**src/rtl/imem_loader_pkg.sv**
```systemverilog
// Shared types and sizes for the instruction memory and its runtime loader.
package imem_pkg;

  localparam int IMEM_ADDR_W = 8;
  localparam int IMEM_WORD_W = 32;
  localparam int IMEM_DEPTH  = 256;

  typedef enum logic [2:0] {
    IDLE,
    LOAD,
    WRITE,
    DONE,
    CHECK
  } loader_state_t;

endpackage

```
**src/rtl/imem_loader_byte_packer.sv**
```systemverilog
// MSB-first byte-to-word packer: shift register plus byte index.
module byte_packer
  import imem_pkg::*;
#(
  parameter int WORD_W         = IMEM_WORD_W,
  parameter int BYTES_PER_WORD = WORD_W / 8
) (
  input  logic              clk,
  input  logic              rst,
  input  logic              clr,
  input  logic              shift_en,
  input  logic [7:0]        byte_in,
  output logic [WORD_W-1:0] word_out,
  output logic              last_byte
);

  localparam int IDX_W = (BYTES_PER_WORD > 1) ? $clog2(BYTES_PER_WORD) : 1;

  logic [IDX_W-1:0] idx;

  always_ff @(posedge clk) begin
    if (rst || clr) begin
      idx      <= '0;
      word_out <= '0;
    end else if (shift_en) begin
      idx      <= idx + IDX_W'(1);
      word_out <= (word_out << 8) | WORD_W'(byte_in);
    end
  end

  // High while the byte being offered would complete the word.
  assign last_byte = (idx == IDX_W'(BYTES_PER_WORD - 1));

endmodule

```
**src/rtl/imem_loader.sv**
```systemverilog
// Runtime instruction-memory loader: packs host bytes into words and writes them from address 0.
// Optional trailing XOR checksum byte enabled by defining IMEM_LOADER_CHECKSUM_EN.
module imem_loader
  import imem_pkg::*;
#(
  parameter int ADDR_W = IMEM_ADDR_W,
  parameter int WORD_W = IMEM_WORD_W
) (
  input  logic              clk,
  input  logic              rst,
  input  logic              start,
  input  logic [ADDR_W:0]   len,
  input  logic              byte_valid,
  input  logic [7:0]        byte_data,
  output logic              byte_ready,
  output logic              wr_en,
  output logic [ADDR_W-1:0] wr_addr,
  output logic [WORD_W-1:0] wr_data,
  output logic              busy,
  output logic              done,
  output logic              cpu_hold,
  output logic [ADDR_W:0]   word_count
`ifdef IMEM_LOADER_CHECKSUM_EN
  ,
  output logic              csum_err
`endif
);

  localparam int BYTES_PER_WORD = WORD_W / 8;

  loader_state_t     state;
  logic [ADDR_W:0]   len_q;
  logic [WORD_W-1:0] packed_word;
  logic [WORD_W-1:0] next_word;
  logic              last_byte;
  logic              accept;
  logic              start_ok;
  logic              pack_clr;
  logic              shift_en;
`ifdef IMEM_LOADER_CHECKSUM_EN
  logic [7:0]        csum;
`endif

`ifdef IMEM_LOADER_CHECKSUM_EN
  assign byte_ready = (state == LOAD) || (state == CHECK);
`else
  assign byte_ready = (state == LOAD);
`endif
  assign busy      = (state == LOAD) || (state == WRITE);
  assign cpu_hold  = busy;
  assign accept    = byte_valid && byte_ready;
  assign start_ok  = start && ((state == IDLE) || (state == DONE));
  assign pack_clr  = start_ok || (state == WRITE);
  assign shift_en  = (state == LOAD) && accept;
  // The word including the byte accepted this cycle, so wr_data can be registered on the same edge.
  assign next_word = (packed_word << 8) | WORD_W'(byte_data);

  byte_packer #(
    .WORD_W         (WORD_W),
    .BYTES_PER_WORD (BYTES_PER_WORD)
  ) u_packer (
    .clk       (clk),
    .rst       (rst),
    .clr       (pack_clr),
    .shift_en  (shift_en),
    .byte_in   (byte_data),
    .word_out  (packed_word),
    .last_byte (last_byte)
  );

  always_ff @(posedge clk) begin
    if (rst) begin
      state      <= IDLE;
      len_q      <= '0;
      wr_en      <= 1'b0;
      wr_addr    <= '0;
      wr_data    <= '0;
      done       <= 1'b0;
      word_count <= '0;
`ifdef IMEM_LOADER_CHECKSUM_EN
      csum       <= '0;
      csum_err   <= 1'b0;
`endif
    end else begin
      wr_en <= 1'b0;
      case (state)
        IDLE, DONE: begin
          if (start) begin
            word_count <= '0;
`ifdef IMEM_LOADER_CHECKSUM_EN
            csum       <= '0;
            csum_err   <= 1'b0;
`endif
            if (len == '0) begin
              state <= DONE;
              done  <= 1'b1;
            end else begin
              len_q <= len;
              done  <= 1'b0;
              state <= LOAD;
            end
          end
        end
        LOAD: begin
          if (accept) begin
`ifdef IMEM_LOADER_CHECKSUM_EN
            csum <= csum ^ byte_data;
`endif
            if (last_byte) begin
              state   <= WRITE;
              wr_en   <= 1'b1;
              wr_data <= next_word;
              wr_addr <= word_count[ADDR_W-1:0];
            end
          end
        end
        WRITE: begin
          // word_count is one bit wider than the address so a full-memory load ends at 2^ADDR_W.
          word_count <= word_count + (ADDR_W+1)'(1);
          if ((word_count + (ADDR_W+1)'(1)) == len_q) begin
`ifdef IMEM_LOADER_CHECKSUM_EN
            state <= CHECK;
`else
            state <= DONE;
            done  <= 1'b1;
`endif
          end else begin
            state <= LOAD;
          end
        end
`ifdef IMEM_LOADER_CHECKSUM_EN
        CHECK: begin
          if (accept) begin
            csum_err <= (byte_data != csum);
            state    <= DONE;
            done     <= 1'b1;
          end
        end
`endif
        default: state <= IDLE;
      endcase
    end
  end

endmodule
```
**config.mk**
```make
export PLATFORM = sky130hd
export DESIGN_NAME = imem_loader
export DESIGN_NICKNAME = d
export VERILOG_FILES = /design/src/rtl/imem_loader_pkg.sv /design/src/rtl/imem_loader_byte_packer.sv /design/src/rtl/imem_loader.sv
export SDC_FILE = /design/constraint.sdc
export NUM_CORES = 1
export LEC_CHECK = 0
export CORE_UTILIZATION = 39
export DETAILED_ROUTE_END_ITERATION = 7
export GPL_TIMING_DRIVEN = 0
export PLACE_DENSITY = 0.75
export REMOVE_ABC_BUFFERS = 1
export SLEW_MARGIN = 10
export SYNTH_ARGS = -nofsm -noshare
export SYNTH_HDL_FRONTEND = slang
export SYNTH_SLANG_ARGS = --single-unit
```
**constraint.sdc**
```tcl
create_clock -name clk -period 1.8 [get_ports clk]
set_input_delay 0.36 -clock clk [delete_from_list [all_inputs] [get_ports clk]]
set_output_delay 0.36 -clock clk [all_outputs]
set_load 0.1 [all_outputs]
```
==> summary.md <==
| Metric | Value |
|---|---|
| Hold Path Class | `reg -> reg` |
| Post-Syn Instances | `459` |
| RePlAce Congestion | `between 0.8 and 0.9` |
| Final Hold Fails | `0` |
| Status | `complete, but fails checks` |
| Global-route wire length before repair | `~14000 µm` |
| # IOs | `75` |
| Endpoint type of the worst setup path | `output port` |
| Die H | `97.7 µm` |
| Number of global-route vias before repair | `2849` |
| Slew @ Worst Pin | `586 ps` |
| Avg Cell Area, Syn | `7.78 µm²` |
| Critical Path RT | `1440 ps` |
| Seq/Total Area, Yosys | `0.493` |
| Number of fill cells | `837` |
| RSZ-0062 raised after global routing | `true` |
| Skew-Pair Late Insertion Delay | `around 360 ps` |
| Slew margin rel. | `0.609` |
| CP max FO | `9` |
| Row cnt | `34` |
| Slowest stage delay, CP | `roughly 520 ps` |
| Final HPWL from detailed placement | `5390 µm` |
| Via count | `3200` |
| Top-area cell type share of the netlist area | `0.493` |
| Area grow syn2layout | `30.6%` |
| Largest net degree at the start of global routing | `42` |
| Clk sinks | `88` |
| Initial Utilization | `0.406` |
| Fin Setup TNS | `0 ps` |
| Fmax | `about 0.58 GHz` |
| Cell family with most CP delay | `flip-flops` |
| Reg2reg start | `state[1]` |
| Total CTS buffers | `9` |
| CTS tree | `done` |
| Setup Viol. Count Final | `0` |
| Longest Clk Path Bufs | `2` |
| Worst Hold Depth | `2` |
| Initial antenna violation count | `0` |
| Hold endpoint | `wr_data[2]` |
| Crit share post-route | `0.962` |
| Hold_sp | `wr_data[2]` |
| Synth area leader | `dfxtp_1` |
| Clock-pin slew of the registers on the worst-case setup and hold paths | `about 100 ps` |
| Leakage | `between 1.5 and 2 nW` |
| Mapped cell area | `0.00357 mm²` |
| Overall global routing resource usage | `0.176` |
| VDD IR-drop max | `1.58 mV` |
| Pwr Density | `1150 mW/mm²` |
| Input/output buffers | `between 70 and 80` |
| R2R setup slack | `110 ps` |
| Vias/cell | `approximately 5.1` |
| Slew Limit Fails | `0` |
| Core ar. | `a little under 0.009 mm²` |
| Die ar. | `0.00955 mm²` |
| Syn. warnings | `0` |
| Synth cell types | `39` |
| Drt total wl | `8420 µm` |
| Final #Nets | `535` |
| Min Tclk post-route | `roughly 1700 ps` |
| H-tree Lvls | `3` |
| Post-route DRC | `6` |
| CTS Hold Bufs | `0` |
| Max-capacitance violation count | `0` |
| Grt ovf | `0` |
| Start-to-end type of the worst setup path | `reg -> out` |
| R2r worst-path depth | `6` |
| Violated checks | `DRC` |
| RR Endpoint | `wr_data[18]` |
| Final Core Density | `0.530` |
| Ant. Diodes | `0` |
| Critical path cell sequence | `buf_2` |
| Slowest cell on the critical path | `dfxtp_1` |
| DRT antenna net count | `0` |
| Worst Path Buf+Inv | `1` |
| CTS root buf | `clkbuf_8` |
| Die outline width | `97.7 µm` |
| Top cells by area, synth | `dfxtp_1, nand2_1, a21oi_1` |
| Crit start category | `flip-flop` |
| Final Skew | `approximately 16 ps` |
| Post-synthesis register bit count | `88` |
| Routed wire length per instance | `13.5 µm` |
| Worst path arrival time | `1370 ps` |
| First-pass DRT Iterations | `6` |
| Fraction of layout cells with a size suffix above 1 | `0.198` |
| Starting DRT DRC Count | `139` |
cell usage in the layout, fill, tap and decap left out, types with 3 or more instances in the layout:
cell,count
nand2_1,151
dfxtp_1,81
a21oi_1,79
clkdlybuf4s15_2,45
nor2_1,19
clkdlybuf4s50_1,19
clkbuf_8,9
nand3_1,8
o21ai_0,7
xnor2_1,7
a22oi_1,6
inv_1,5
buf_2,5
dfxtp_4,5
inv_8,4
and3_1,3
a32oi_1,3
xor2_1,3
nand4_1,3
buf_12,3
cells in the mapped netlist:
cell type and instances:
a22oi_1 6, o21ai_1 1, nor2_1 19, a211oi_2 2, a31o_2 1, nor2b_1 3, inv_1 6, mux2_2 2
nor4_1 1, ha_1 5, xnor2_1 7, nand2b_1 1, a211o_1 1, and4_1 1, o21ai_0 7, or3_1 2
nand3_1 8, buf_4 5, a21oi_1 79, a21o_1 1, a21boi_0 2, mux2i_1 1, buf_2 2, nor3_1 2
a31oi_1 3, a211oi_1 1, dfxtp_1 88, and2_1 1, nand2_1 153, clkbuf_1 27, and4_2 1, nand4_1 3
nand4_2 1, xor2_1 3, a32oi_1 3, nor3b_1 1, nor4_2 1, and3_1 5, buf_1 3
area by class of cell:
| class | instances | area [µm²] | share of cell area |
|---|---|---|---|
| Clock buffer | 9 | 124 | 0.0265 |
| Clock inverter | 7 | 70.1 | 0.0150 |
| Inverter | 6 | 25.0 | 0.00536 |
| Multi-Input combinational cell | 328 | 1720 | 0.368 |
| Sequential cell | 88 | 1780 | 0.382 |
| Tap cell | 108 | 135 | 0.0290 |
| Timing Repair Buffer | 76 | 813 | 0.174 |
power breakdown:
part           total (mW)  internal, mW  switching (mW)  leakage (nW)
Clock                1.34         0.548           0.793        0.0977
Sequential           2.15          2.05           0.102         0.716
Combinational        1.89         0.605            1.29         0.760
worst max path at each step:
stage               cells after the start         endpoint          start  slack, ps
floorplan                               6       wr_addr[3]       state[1]      -1190
global placement                        3  u_packer.idx[0]            rst      -1670
detailed placement                      5      wr_data[19]     byte_valid      -1130
CTS                                     4         cpu_hold       state[0]        -70
global route                            6       wr_addr[6]       state[1]         -2
finish                                  1    word_count[7]  word_count[7]         70
cells by family after synthesis:
group,share of synthesized area
DFF,0.493
xor gates and xnor gates,0.0245
AOI/OAI and AO/OA,0.167
adders and majority gates,0.0175
and+or+nand+nor,0.237
muxes,0.00911
buffers and inverters,0.0511
worst register-to-register path, cell delays in order, from the launching register on:
cell and delay [ps]:
dfxtp_1 360, inv_1 90, ha_2 260, and2_4 390, nand2_8 240, nand2_1 170
a21oi_1 70
per-layer routing:
| layer | up-vias | global-route usage | share of wire | routed length (µm) |
|---|---|---|---|---|
| met4 | 0 | 0.0676 | 0.013 | 112 |
| met5 | - | 0 | 0 | 0 |
| met1 | 1497 | 0.219 | 0.45 | 3820 |
| met2 | 69 | 0.300 | 0.50 | 4170 |
| met3 | 8 | 0.0360 | 0.037 | 312 |
| li1 | 1626 | - | - | - |
stage by stage:
step / instance area (µm²) / total power [mW] / setup slack, ps / instances / hold slack (ps)
2_1_floorplan: 3410 / 3.29 / -1190 / 422 / 426
3_3_place_gp: 4290 / 3.75 / -1670 / 604 / 436
3_5_place_dp: 4310 / 3.78 / -1130 / 605 / 445
4_1_cts: 4600 / 5.28 / -68.0 / 621 / 459
5_1_grt: 4670 / 5.67 / -1.93 / 622 / 475
6_report: 4670 / 5.39 / 68.6 / 622 / 456
registers in the layout (all words and copies together) (netlist names):
register	count
done	1
len_q	9
state	2
u_packer.idx	2
u_packer.word_out	24
word_count	9
wr_addr	8
wr_data	32
wr_en	1
what timing repair did:
action / 4_1_cts / 5_1_grt
resized for setup: 204 / 23
pin swaps: 0 / 6
hold endpoints to repair: 0 / 0
buffers inserted: 0 / 1
endpoints found under the setup margin: 132 / 59
Power figures use the tool's default switching activity.
